### config.mk
export PLATFORM = sky130hd
export DESIGN_NAME = hiscore_ram_arbiter
export DESIGN_NICKNAME = d
export VERILOG_FILES = /design/src/rtl/hiscore_ram_arbiter.sv
export SDC_FILE = /design/constraint.sdc
export NUM_CORES = 1
export LEC_CHECK = 0
export ABC_AREA = 0
export BUFFER_PORTS_ARGS = -buffer_cell sky130_fd_sc_hd__buf_2
export CORE_MARGIN = 1
export CORE_UTILIZATION = 45
export CTS_CLUSTER_SIZE = 12
export DETAILED_ROUTE_END_ITERATION = 7
export GPL_TIMING_DRIVEN = 0
export HOLD_SLACK_MARGIN = 0.06
export PLACE_DENSITY = 0.76
export SLEW_MARGIN = 20
export SYNTH_ARGS = -nofsm -noshare
export SYNTH_HDL_FRONTEND = slang
export SYNTH_SLANG_ARGS = --single-unit
### constraint.sdc
create_clock -name clk_sys -period 2.67 [get_ports clk_sys]
set_input_delay 0.4005 -clock clk_sys [delete_from_list [all_inputs] [get_ports clk_sys]]
set_output_delay 0.4005 -clock clk_sys [all_outputs]
set_load 0.03 [all_outputs]
### src/rtl/hiscore_ram_arbiter.sv
// Hands the shared work-RAM port to the hiscore engine once the CPU is paused and settled.
// Optional build macro HSARB_TIMEOUT_EN adds a bounded wait for the pause acknowledge.
module hiscore_ram_arbiter #(
    parameter int AW             = 12,
    parameter int DW             = 8,
    parameter int SETTLE_CYCLES  = 4,
    parameter int TIMEOUT_CYCLES = 1023
) (
    input  logic          clk_sys,
    input  logic          reset_n,
    input  logic          hs_req,
    input  logic [AW-1:0] hs_addr,
    input  logic [DW-1:0] hs_wdata,
    input  logic          hs_we,
    input  logic          hs_rd,
    output logic          hs_grant,
    output logic [DW-1:0] hs_rdata,
    output logic          hs_rvalid,
    output logic          hs_timeout,
    output logic          pause_req,
    input  logic          cpu_paused,
    output logic [AW-1:0] ram_addr,
    output logic [DW-1:0] ram_wdata,
    output logic          ram_we,
    input  logic [DW-1:0] ram_rdata
);

    typedef enum logic [2:0] {IDLE, PAUSING, SETTLE, GRANTED, RELEASE} state_t;

    // Shared down-counter: settle interval, then the two-cycle read drain in RELEASE.
    localparam int CW = (SETTLE_CYCLES > 1) ? $clog2(SETTLE_CYCLES) : 1;
    localparam logic [CW-1:0] SETTLE_LOAD  = CW'(SETTLE_CYCLES - 1);
    localparam logic [CW-1:0] RELEASE_LOAD = CW'(1);

    state_t        state, state_nxt;
    logic [CW-1:0] cnt, cnt_nxt;
    logic          start_ok;
    logic          tmo_fire;
    logic          wr_go, rd_go;
    logic          rd_p1, rd_p2;

`ifdef HSARB_TIMEOUT_EN
    localparam int TW = (TIMEOUT_CYCLES > 1) ? $clog2(TIMEOUT_CYCLES + 1) : 1;

    logic [TW-1:0] tmo_cnt;
    logic          retry_block;
    logic          timeout_q;

    assign tmo_fire   = (state == PAUSING) && hs_req && !cpu_paused &&
                        (tmo_cnt == TW'(TIMEOUT_CYCLES - 1));
    assign start_ok   = hs_req && !retry_block;
    assign hs_timeout = timeout_q;

    // A timed-out engine must drop hs_req before another session may start.
    always_ff @(posedge clk_sys or negedge reset_n) begin
        if (!reset_n) begin
            tmo_cnt     <= '0;
            retry_block <= 1'b0;
            timeout_q   <= 1'b0;
        end else begin
            tmo_cnt <= (state == PAUSING && !tmo_fire) ? tmo_cnt + 1'b1 : '0;
            if (tmo_fire)
                retry_block <= 1'b1;
            else if (!hs_req)
                retry_block <= 1'b0;
            if (tmo_fire)
                timeout_q <= 1'b1;
        end
    end
`else
    assign tmo_fire   = 1'b0;
    assign start_ok   = hs_req;
    assign hs_timeout = 1'b0;
`endif

    // NOTE: next-state and counter defaults come first so no path leaves them unassigned (no latch).
    always_comb begin
        state_nxt = state;
        cnt_nxt   = cnt;
        case (state)
            IDLE:
                if (start_ok) state_nxt = PAUSING;
            PAUSING:
                if (!hs_req) begin
                    state_nxt = RELEASE;
                    cnt_nxt   = RELEASE_LOAD;
                end else if (cpu_paused) begin
                    state_nxt = SETTLE;
                    cnt_nxt   = SETTLE_LOAD;
                end else if (tmo_fire) begin
                    state_nxt = RELEASE;
                    cnt_nxt   = RELEASE_LOAD;
                end
            SETTLE:
                if (!hs_req) begin
                    state_nxt = RELEASE;
                    cnt_nxt   = RELEASE_LOAD;
                end else if (!cpu_paused) begin
                    state_nxt = PAUSING;
                end else if (cnt == '0) begin
                    state_nxt = GRANTED;
                end else begin
                    cnt_nxt = cnt - 1'b1;
                end
            GRANTED:
                if (!hs_req) begin
                    state_nxt = RELEASE;
                    cnt_nxt   = RELEASE_LOAD;
                end else if (!cpu_paused) begin
                    state_nxt = PAUSING;
                end
            RELEASE:
                if (cnt == '0) state_nxt = IDLE;
                else           cnt_nxt   = cnt - 1'b1;
            default:
                state_nxt = IDLE;
        endcase
    end

    // NOTE: sequential state uses non-blocking assignments so every flop samples pre-edge values.
    always_ff @(posedge clk_sys or negedge reset_n) begin
        if (!reset_n) begin
            state     <= IDLE;
            cnt       <= '0;
            hs_grant  <= 1'b0;
            pause_req <= 1'b0;
        end else begin
            state     <= state_nxt;
            cnt       <= cnt_nxt;
            hs_grant  <= (state_nxt == GRANTED);
            pause_req <= (state_nxt != IDLE);
        end
    end

    // Only granted accesses reach the RAM; a simultaneous write suppresses the read.
    assign wr_go = hs_grant && hs_we;
    assign rd_go = hs_grant && hs_rd && !hs_we;

    // The read pipeline is not gated by grant, so reads already issued still return.
    always_ff @(posedge clk_sys or negedge reset_n) begin
        if (!reset_n) begin
            ram_we    <= 1'b0;
            ram_addr  <= '0;
            ram_wdata <= '0;
            rd_p1     <= 1'b0;
            rd_p2     <= 1'b0;
            hs_rvalid <= 1'b0;
            hs_rdata  <= '0;
        end else begin
            ram_we <= wr_go;
            if (wr_go || rd_go)
                ram_addr <= hs_addr;
            if (wr_go)
                ram_wdata <= hs_wdata;
            rd_p1     <= rd_go;
            rd_p2     <= rd_p1;
            hs_rvalid <= rd_p2;
            if (rd_p2)
                hs_rdata <= ram_rdata;
        end
    end

endmodule

# Word level (Yosys, flattened, before mapping)
# Cells that the tools add are included.
# op_classes
eq_ne,8
n_reduce_logical,10
mux,17
n_addsub,1
# op_table
operator,n
3-bit two-way mux,9
3-bit case mux with 5 select lines,1
2-bit two-way mux,6
3-bit by 2-bit equality test with 1-bit output (second input constant),3
2-bit case mux with 4 select lines,1
3-bit inequality test (second input constant),2
4-bit AND reduction,1
4-bit nonzero test,1
3-bit by 1-bit equality test with 1-bit output (second input constant),1
3-bit equality test (second input constant),1
1-bit logical AND,3
3-bit logical NOT,1
3-bit nonzero test,1
2-bit logical NOT,1
2-bit inequality test (second input constant),1
2-bit by 1-bit subtractor with 2-bit output (second input constant),1
1-bit logical NOT,1
1-bit logical OR,1
# word_totals
wordCells,47
output_inout_bits,33
ff_bits,39

# Logic depth before layout (Yosys ltp)
# logic_depth
ltp_word,6
mapped_depth,5

# Least setup slack after synthesis
# No wires, ideal clock.
# synth_path
path_kind,flip-flop to flip-flop
from,register hs_grant
to,register ram_addr[10]
stages_incl_launch_ff,4
period_less_slack_ns,1.323
path_slack_ns,1.347
setup_ns,0.128
arrival_time_ns,1.196
path_cell_list,dfrtp_1 o21ai_1 buf_4 mux2_1
# synth_via
elab_chain_len,3
word_cells_on_any_way,4
cone_classes,reduce/logical (4)
# synth_rtl
element,line_no,text
start: declaration,16,"output logic hs_grant,"
start signal: assignment,130,hs_grant <= (state_nxt == GRANTED);
1-bit logical AND (2 in series),137,assign rd_go = hs_grant && hs_rd && !hs_we;
1-bit logical OR (*),151,if (wr_go || rd_go)
end signal: assignment,152,ram_addr <= hs_addr;
end: declaration,22,"output logic [AW-1:0] ram_addr,"
# Mark *: on every way between the ends. The rest lies on a longest branch, timed or not.
# A chain may end at the register's enable or synchronous reset.

# Worst setup path in the final report
# layout_path
from,register state[0]
to,register cnt[0]
# layout_via
elab_chain_len,3
word_cells_on_any_way,10
cone_classes,eq/ne (7); mux (1); reduce/logical (2)
# layout_rtl
element,line_no,text
start: declaration,35,"state_t state, state_nxt;"
start signal: assignment,128,state <= state_nxt;
"3-bit by 1-bit equality test with 1-bit output, or another cell as far along",80,case (state)
"3-bit inequality test (no line), or another cell as far along",--,
4-bit AND reduction (no line),--,
end signal: assignment,129,cnt <= cnt_nxt;
end: declaration,36,"logic [CW-1:0] cnt, cnt_nxt;"
# Parallel ways exist; a longest one is shown, timed or not.

==> run summary <==
Synth area leaders: dfrtp_1 61%, mux2_2 13%, mux2_1 7.1%, buf_6 2.1%, nand2b_1 1.6%
Top-count cell post-synth: dfrtp_1
Min Hold Slack: 154.8 ps
GRT overflow: 0
Fillers: 277
Post-place setup slack: 1144 ps
Max-cap violations: 0
CP Max Fanout: 9
Setup TNS: 0 ps
Mapped Cells: 113
Post-synthesis cell type count: 29
Prevailing post-synth register cell: dfrtp_1
PortBufs: 65
Kind of critical path: reg -> reg
Critical Path RT: 2890 ps
Static Leak: 1.184 nW
First DRT Iteration DRCs: 46
Period utilization: 50.21%
Routed WL per cell: 13.31 µm
DIE WIDTH: 61.47 µm
Initial Util: 47.32%
Placer Congestion: 0.8104
Peak VDD IR: 0.4697 mV
DRC viols: 0
Skew final: 9.534 ps
Crit end category: flop
Largest net degree at the start of global routing: 40
Worst-Margin Slew: 833.2 ps
Clock-pin slew on the worst setup and hold paths: 110 ps
Synth async-reset ratio: 100.0%
Global-route wire length before repair: 4340 µm
Final WL: 3088 µm
# hold bufs at CTS: 0
Nets: 219
CTS tree: built
Mapped Nets: 147
Root buf cell: clkbuf_4
Seq/Total Area, Yosys: 61.32%
# resized after CTS: 0
Commonest cells in the netlist: 39 x dfrtp_1, 18 x mux2_2, 10 x mux2_1
Multi-input logic area: 550.5 µm²
Top cell type's share of synthesized area: 61.32%
Storage cell area: 975.9 µm²
1st-pass router iterations: 4
Cell area after synthesis: 1592 µm²
Worst EP arrival: 1570 ps
Final Hold Viols: 0
Yosys reg bits: 39
All-Layer GR Usage: 16.67%
Number of antenna diodes: 0
Syn_area_per_cell: 14.08 µm²
Die Ht: 61.47 µm
Final setup fails: 0
Met1 Track Usage GR: 17.32%
CTS max path bufs: 2
Pwr dens: 897.5 nW/µm²
Cts bufs inserted: 5
Crit path from: state[0]$_DFF_PN0_
Share of cells above drive strength 1: 54.30%
Max frequency: 745.9 MHz
DIE AREA: 3779 µm²
Vias/cell: 4.763
GR Util met2: 29.81%
Cell taking the most area after synthesis: dfrtp_1
Initial antenna violation count: 0
Vias in the first global route: 1017
Layout area overhead: 30.42%
Number of synthesized flops with an enable pin: 0
HP Class: in -> async
Core area: 3363 µm²
Final Max Tran Viols: 0
CTS sink count: 39
YS warnings: 0
Status: completed
DP Wirelength: 2324 µm
Worst skew pair latency: 330 ps
Post-CTS setup buffers: 0
Rows: 21
Reg-to-reg startpoint: state[0]$_DFF_PN0_
Crit path launch type: flop
Remaining antenna violation count: 0
I/O Pins: 67
Fin crit period: 1341 ps
Global route hottest layer: met2
M3 GR Usage: 6.303%
Vias: 1105
Total power: 1.863 mW
Slew headroom: 44.45%
H-tree levels: 2
Final worst slack: 1329 ps
RSZ-0062 raised after global routing: no
==> flip-flops by register name, summed over array words and instances, names as in the netlist, 2 cells and up <==
| register | cells |
|---|---|
| cnt | 2 |
| hs_rdata | 8 |
| ram_addr | 12 |
| ram_wdata | 8 |
| state | 3 |
==> power by group <==
group,leakage (nW),internal (mW),switching [mW]
registers,0.527,0.711,0.0685
logic,0.605,0.242,0.372
clock network,0.0525,0.292,0.177
==> critical path, stage by stage, from the launching register on <==
cell and delay [ps]:
dfrtp_1 390, buf_6 140, nor2_4 150, a21oi_1 70
o211ai_2 180, mux2_4 310
==> cells in the final DEF, fill, tap and decap left out, types with 2 or more instances in the layout <==
cell type | netlist | routed
a21oi_1 | 4 | 4
buf_2 | 1 | 66
buf_4 | 2 | 2
buf_6 | 3 | 3
bufinv_16 | 0 | 2
clkbuf_4 | 0 | 5
dfrtp_1 | 39 | 39
inv_1 | 3 | 3
mux2_1 | 10 | 10
mux2_2 | 18 | 18
nand2_1 | 4 | 4
nand2b_1 | 4 | 4
nand3_1 | 2 | 2
nor2_1 | 5 | 5
o21ai_1 | 2 | 2
==> metrics by stage <==
stage,area [µm²],util (%),instances
after detailed placement,1974,58.71,224
after floorplan,1592,-,113
after CTS,2076,61.72,232
after global routing,2076,61.72,232
final,2076,61.72,232
after global placement,1974,58.71,224
==> worst paths after layout <==
path	endpoint	slack (ps)	cells past startpoint
max in group asynchronous	pause_req$_DFF_PN0_	1990	1
worst max register to register	cnt[0]$_DFFE_PN0P_	1330	5
worst min register to register	rd_p2$_DFF_PN0_	370	0
worst max-delay path	cnt[0]$_DFFE_PN0P_	1330	5
worst min-delay path	hs_rdata[0]$_DFFE_PN0P_	150	1
min in group clk_sys	rd_p1$_DFF_PN0_	240	2
==> final cells by class <==
cell class / count / share of cell area [%]
plain buffers: 6 / 2.592
clock buffers: 6 / 1.989
clock inverters: 2 / 2.893
inverters: 3 / 0.5425
multi-input cells: 65 / 26.52
flip-flops and latches: 39 / 47.02
well taps: 46 / 2.773
repair buffers: 65 / 15.67
==> routing by layer <==
| layer | vias to the layer above | wire length (µm) | share of wire, % |
|---|---|---|---|
| met5 | - | 0 | 0 |
| met2 | 47 | 1589 | 51 |
| met1 | 521 | 1281 | 41 |
| met4 | 0 | 26 | 0.84 |
| li1 | 535 | - | - |
| met3 | 2 | 190 | 6.2 |
==> kinds of logic (layout without fill, tap and decap cells) <==
group / Yosys count / count (layout) / synth area share, %
AO/OA/AOI/OAI: 13 / 13 / 5.582
buffers and inverters: 9 / 82 / 4.087
flip-flops: 39 / 39 / 61.32
multiplexers: 30 / 30 / 21.38
other: 1 / 1 / 0.2356
AND/OR/NAND/NOR: 21 / 21 / 7.390
(Power assumes the default switching activity.)
